===== src/rtl/decode_stage.sv =====
`default_nettype none
// ============================================================================
// Module  : decode_stage
// Purpose : Instruction decode, load-use hazard detection and ID/EX register.
// Revision: 1.0 - initial release
// ============================================================================

package Defs;
    typedef enum logic [2:0] {
        AND_OP = 3'd0,
        XOR_OP = 3'd1,
        SHL_OP = 3'd2,
        SHR_OP = 3'd3,
        ADD_OP = 3'd4,
        LW_OP  = 3'd5,
        SW_OP  = 3'd6,
        BR_OP  = 3'd7
    } opcode_t;

    typedef struct packed {
        logic    regWrite;
        logic    memRead;
        logic    memWrite;
        logic    MemToReg;
        logic    branch;
        logic    incrementPage;
        logic    decrementPage;
        opcode_t OP;
    } ControlSignals;
endpackage

module decode_stage #(
    parameter int PCW = 8,
    parameter int RAW = 3
) (
    input  logic                clk,
    input  logic                rst_n,
    input  logic                if_valid,
    input  logic [8:0]          if_instr,
    input  logic [PCW-1:0]      if_pc,
    input  logic                flush,
    input  logic                ex_hold,
    output logic                stall_o,
    output logic                ex_valid,
    output Defs::ControlSignals ex_ctrl,
    output logic [RAW-1:0]      ex_ra,
    output logic [RAW-1:0]      ex_rb,
    output logic [PCW-1:0]      ex_pc
);
    import Defs::*;

    localparam logic [2:0] C_PAGE_RA = 3'b111;

    opcode_t        w_opc;
    logic [2:0]     w_ra;
    logic [2:0]     w_rb;
    ControlSignals  w_ctrl;
    logic           w_pageop;
    logic           w_hz;

    logic           ex_valid_d, ex_valid_q;
    ControlSignals  ex_ctrl_d,  ex_ctrl_q;
    logic [RAW-1:0] ex_ra_d,    ex_ra_q;
    logic [RAW-1:0] ex_rb_d,    ex_rb_q;
    logic [PCW-1:0] ex_pc_d,    ex_pc_q;

    assign w_opc = opcode_t'(if_instr[8:6]);
    assign w_ra  = if_instr[5:3];
    assign w_rb  = if_instr[2:0];

    always_comb begin
        w_ctrl   = '0;
        w_pageop = 1'b0;
        case (w_opc)
            AND_OP, XOR_OP, SHL_OP, SHR_OP, ADD_OP: begin
                w_ctrl.regWrite = 1'b1;
                w_ctrl.OP       = w_opc;
            end
            LW_OP: begin
                w_ctrl.regWrite = 1'b1;
                w_ctrl.memRead  = 1'b1;
                w_ctrl.MemToReg = 1'b1;
                w_ctrl.OP       = LW_OP;
            end
            SW_OP: begin
                w_ctrl.memWrite = 1'b1;
                w_ctrl.OP       = SW_OP;
            end
            BR_OP: begin
                w_ctrl.OP = BR_OP;
                // rA of all ones turns a branch into a page op that reads no registers
                if (w_ra == C_PAGE_RA) begin
                    w_pageop = 1'b1;
                    if (w_rb[0]) w_ctrl.decrementPage = 1'b1;
                    else         w_ctrl.incrementPage = 1'b1;
                end else begin
                    w_ctrl.branch = 1'b1;
                end
            end
            default: ;
        endcase
    end

    assign w_hz = ex_valid_q & ex_ctrl_q.memRead & if_valid & ~w_pageop &
                  ((ex_ra_q == RAW'(w_ra)) | (ex_ra_q == RAW'(w_rb)));

    assign stall_o = ~flush & (ex_hold | w_hz);

    always_comb begin
        ex_valid_d = ex_valid_q;
        ex_ctrl_d  = ex_ctrl_q;
        ex_ra_d    = ex_ra_q;
        ex_rb_d    = ex_rb_q;
        ex_pc_d    = ex_pc_q;
        if (flush || (!ex_hold && (w_hz || !if_valid))) begin
            ex_valid_d = 1'b0;
            ex_ctrl_d  = '0;
            ex_ra_d    = '0;
            ex_rb_d    = '0;
            ex_pc_d    = '0;
        end else if (!ex_hold) begin
            ex_valid_d = 1'b1;
            ex_ctrl_d  = w_ctrl;
            ex_ra_d    = RAW'(w_ra);
            ex_rb_d    = RAW'(w_rb);
            ex_pc_d    = if_pc;
        end
    end

    always_ff @(posedge clk or negedge rst_n) begin
        if (!rst_n) begin
            ex_valid_q <= 1'b0;
            ex_ctrl_q  <= '0;
            ex_ra_q    <= '0;
            ex_rb_q    <= '0;
            ex_pc_q    <= '0;
        end else begin
            ex_valid_q <= ex_valid_d;
            ex_ctrl_q  <= ex_ctrl_d;
            ex_ra_q    <= ex_ra_d;
            ex_rb_q    <= ex_rb_d;
            ex_pc_q    <= ex_pc_d;
        end
    end

    assign ex_valid = ex_valid_q;
    assign ex_ctrl  = ex_ctrl_q;
    assign ex_ra    = ex_ra_q;
    assign ex_rb    = ex_rb_q;
    assign ex_pc    = ex_pc_q;

endmodule

`default_nettype wire


===== config.mk =====
export PLATFORM = sky130hd
export DESIGN_NAME = decode_stage
export DESIGN_NICKNAME = d
export VERILOG_FILES = /design/src/rtl/decode_stage.sv
export SDC_FILE = /design/constraint.sdc
export NUM_CORES = 1
export LEC_CHECK = 0
export BUFFER_PORTS_ARGS = -buffer_cell sky130_fd_sc_hd__buf_4
export CORE_MARGIN = 1.5
export CORE_UTILIZATION = 30
export DETAILED_ROUTE_END_ITERATION = 6
export PLACE_DENSITY_LB_ADDON = 0.25
export SLEW_MARGIN = 20
export SYNTH_ARGS = -nofsm -noshare
export SYNTH_HDL_FRONTEND = slang
export SYNTH_SLANG_ARGS = --single-unit

===== constraint.sdc =====
create_clock -name clk -period 3.1 [get_ports clk]
set_input_delay 0.31 -clock clk [delete_from_list [all_inputs] [get_ports clk]]
set_output_delay 0.31 -clock clk [all_outputs]
set_load 0.005 [all_outputs]

==> After elaboration in Yosys (flattened, before gate mapping) <==
Index checks and enable logic that the tools add are counted.
{ "op_classes": {"n_eq_ne": 11, "n_reduce_logical": 8, "bitwise_logic": 9, "n_mux": 21} }
{ "op_table": {"columns": ["operator", "n"], "rows": [
  ["10-bit two-way mux", 2],
  ["8-bit two-way mux", 2],
  ["3-bit == test (second input constant)", 5],
  ["3-bit two-way mux", 5],
  ["3-bit one-hot mux with 4 select lines", 1],
  ["1-bit two-way mux", 10],
  ["3-bit by 2-bit == test with 1-bit output (second input constant)", 2],
  ["3-bit == test", 2],
  ["6-bit OR reduction", 1],
  ["1-bit bitwise AND", 5],
  ["5-bit OR reduction", 1],
  ["3-bit by 1-bit == test with 1-bit output (second input constant)", 1],
  ["3-bit zero test", 1],
  ["1-bit zero test", 2],
  ["1-bit logical OR", 2],
  ["2-bit two-way mux", 1],
  ["2-bit by 1-bit != test with 1-bit output (second input constant)", 1],
  ["1-bit inverter", 2],
  ["1-bit bitwise OR", 2],
  ["1-bit logical AND", 1]
]} }
{ "totals": {"ff_bits": 25, "inputBits": 22, "wordCells": 61, "output_inout_bits": 26} }

==> Logic depth before layout (Yosys ltp) <==
{ "logic_depth": {"ltp_word": 10, "depth_mapped": 5, "mapped_depth_nobuf": 4} }

==> Least setup slack after synthesis <==
Ideal clock, no wire load.
{ "synth_timing": {"path_type": "register to output", "startpoint": "reg ex_ra_q[2], in the netlist ex_ra[2]", "endpoint": "out stall_o", "required_time_ps": 2790, "path_buffers": 0, "path_stages_with_launch": 5, "t_arrival_ps": 1067, "setup_slack_ps": 1723, "cell_sequence": "dfrtp_1 xnor2_1 nand3_1 a21oi_4 a31o_1"} }
{ "synth_between": {"elab_chain_len": 5, "word_cells_on_any_way": 6, "classes_between": "eq/ne: 2; bitwise: 4"} }
{ "synth_lines": {"columns": ["item", "line", "source"], "rows": [
  ["start, declared", "63", "logic [RAW-1:0] ex_ra_d, ex_ra_q;"],
  ["start signal, assigned", "140", "ex_ra_q <= ex_ra_d;"],
  ["3-bit == test", "105", "((ex_ra_q == RAW'(w_ra)) | (ex_ra_q == RAW'(w_rb)));"],
  ["1-bit bitwise OR (*)", "105", null],
  ["1-bit bitwise AND (*)", "104", "assign w_hz = ex_valid_q & ex_ctrl_q.memRead & if_valid & ~w_pageop &"],
  ["1-bit bitwise OR (*)", "107", "assign stall_o = ~flush & (ex_hold | w_hz);"],
  ["1-bit bitwise AND (*)", "107", null],
  ["end, declared", "43", "output logic stall_o,"]
]} }
Mark *: on every way between the ends. The rest lies on a longest branch, timed or not.

==> Worst setup path in the final report <==
{ "layout_timing": {"startpoint": "in flush", "endpoint": "out stall_o"} }
{ "layout_between": {"elab_chain_len": 2} }
{ "layout_lines": {"columns": ["item", "line", "source"], "rows": [
  ["start, declared", "41", "input logic flush,"],
  ["1-bit inverter", "107", null],
  ["1-bit bitwise AND", "107", null]
]} }
Every way passes these cells.

==> results.py <==
metrics = {
    "layout": {
        "fin_nets": 189,
        "seq_area_um2": 601,
        "stdcell_area_mm2": 0.00161,
        "final_common_cell": "buf_4",
        "multi_input_area_um2": 527,
        "final_cell_mix": "49 x buf_4, 43 x nand2_1, 24 x dfrtp_1",
        "fill_cells": 366,
        "layout-drive-gt1-share_pct": 46.7,
        "diodes": 0,
        "area_growth_pct": 36.2,
    },
    "routing": {
        "avgViaCountPerCell": 4.68,
        "vias": 997,
        "first_pass_iters": 4,
        "drt-wirelength-per-cell_um": 12.8,
        "wl_um": 2730,
        "antenna_left": 0,
        "drt_iter0_drc": 14,
        "route.detailed.drc": 0,
    },
    "synth": {
        "syn_nets": 142,
        "synth-seq-area-share_pct": 50.8,
        "yosysUniqueCellTypes": 21,
        "synth_area_mm2": 0.00118,
        "syn_avg_cell_area_um2": 9.85,
        "synth-seq-cells": 24,
        "syn_inst": 120,
        "ys_warn_count": 0,
    },
    "power_and_ir_drop": {
        "ir_drop_v": 0.000117,
        "p_per_area_mw_per_mm2": 370,
        "total_power_w": 0.000596,
        "leakage_nw": 0.759,
    },
    "sta": {
        "max_clock_freq_mhz": 547,
        "hold_viol_final": 0,
        "fin_crit_sh_pct": 58.9,
        "drv_slew": 0,
        "max_slew_margin_pct": 31.9,
        "min_period_ps": 1830,
        "tightestPinTransition_ps": 1020,
        "setup_viol": 0,
        "rsz0062_at_grt": "false",
        "fin_tns_setup_ps": 0,
        "fin_skew_ps": 4.20,
    },
    "min_path": {
        "worstHoldPathType": "in2reg",
        "min_from": "if_instr[0]",
        "hold_depth": 2,
        "hold_path_end": "ex_ctrl[4]",
    },
    "global_routing": {
        "grt_pass1_wl_um": 4330,
        "grt_max_degree": 26,
        "antenna_found_initial": 0,
        "grt_pass1_vias": 920,
        "grt_use_total_pct": 13.0,
        "gr-total-overflow": 0,
    },
    "floorplan": {
        "dieArea_mm2": 0.00433,
        "num_rows": 22,
        "initial_utilization_pct": 31.8,
        "die_w_um": 65.8,
        "die_h_um": 65.8,
        "ioPinCount": 48,
        "core_area_mm2": 0.00372,
    },
    "run": {
        "cap_violations": 0,
    },
    "worst_setup_path": {
        "worst_r2r_path_depth": 5,
        "cp-end-kind": "output port",
        "cp.required_ps": 2790,
        "rrSetupSlack_ps": 1550,
        "path_class": "in2out",
        "crit_path_start_kind": "input port",
        "r2r-start": "ex_ra[2]",
        "crit_fanout": 25,
        "r2r-end": "ex_ctrl[0]",
        "critPathArrivalTime_ps": 1520,
    },
    "cts": {
        "cts_root_buf": "clkbuf_8",
        "cts_tree": "yes",
        "insertion_delay_ps": 260,
        "htree_levels": 1,
        "clockBufferDepth": 2,
        "cts-resized-gates": 0,
        "cts.reportedPaths.clkPinSlew_ps": 80,
        "clock_sinks": 24,
        "cts_buffers": 3,
    },
    "outcome": {
        "status": "complete, no violations",
    },
    "place": {
        "io_buffer_count": 47,
        "dp_hpwl_um": 1960,
        "gp_congestion": 0.761,
        "postPlaceCellArea_mm2": 0.00156,
    },
}
worst max-delay path, cell delays in order:
cell	delay (ps)
buf_4	130
nor2b_2	790
a31o_1	180
buf_4	110
stage by stage:
stage | instances | utilization [%] | hold WS [ps] | worst slack (ps)
6_report | 213 | 43.3 | 269 | 1270
5_1_grt | 213 | 43.3 | 276 | 1180
4_1_cts | 213 | 43.3 | 265 | 1280
3_5_place_dp | 209 | 42.0 | 232 | 1280
3_3_place_gp | 209 | 42.0 | 224 | 1300
2_1_floorplan | 120 | - | 14.4 | 1720
power by group:
group          total (W)  leakage, nW  switching (W)  internal, W
clock network   0.000178       0.0216      0.0000913    0.0000866
logic          0.0000879        0.409      0.0000416    0.0000462
registers       0.000330        0.328     0.00000741     0.000323
total           0.000596        0.759       0.000140     0.000456
final cells by class:
type	count	share of cell area, %
clock buffers	3	2.56
inverters	1	0.233
multi-input cells	87	32.7
flip-flops and latches	24	37.3
well taps	48	3.73
repair buffers	50	23.5
registers in the layout, indices dropped and copies added, names as in the netlist:
| register | flops |
|---|---|
| ex_ctrl | 9 |
| ex_pc | 8 |
| ex_ra | 3 |
| ex_rb | 3 |
| ex_valid | 1 |
worst max-delay path by stage:
stage	cells after the start	slack (ps)	to	from
final	4	1270	stall_o	flush
after global routing	4	1180	stall_o	flush
after CTS	4	1280	stall_o	flush
after global placement	4	1300	stall_o	flush
after floorplan	4	1720	stall_o	ex_ra[2]
after detailed placement	4	1280	stall_o	flush
cell usage after synthesis (all sizes together):
library cell | n | area share (%)
nand3 | 4 | 1.7
nor3b | 1 | 1.1
inv | 1 | 0.32
buf | 7 | 4.2
a21oi | 1 | 1.4
o211ai | 1 | 1.1
clkbuf | 1 | 0.32
a32o | 1 | 0.85
dfrtp | 24 | 51
xnor2 | 6 | 4.4
or3 | 1 | 0.53
o21ai | 23 | 16
nand4b | 1 | 0.74
a31o | 1 | 0.74
nor2b | 1 | 0.53
nand2 | 43 | 14
nand3b | 2 | 1.3
nor2 | 1 | 0.32
routing by layer:
layer / vias to the layer above / track usage (%) / wire, um
met4: 0 / 3.13 / 8
met1: 469 / 17.6 / 1210
met3: 2 / 2.73 / 207
li1: 491 / - / -
met2: 35 / 21.1 / 1300
met5: - / 0 / 0
logic make-up after synthesis:
kind of cell / count (synthesis) / share of synthesized area [%]
and+or+nand+nor: 54 / 19.8
AOI/OAI and AO/OA: 27 / 20.1
DFF: 24 / 50.8
buffers and inverters: 9 / 4.87
xor gates and xnor gates: 6 / 4.44
repair_timing:
item                                   in CTS  in global routing
endpoints found under the hold margin      24                  0
setup endpoints to repair                   0                  0
hold buffers                                1                  0
buffers inserted                            0                  0
Power figures use the tool's default switching activity.
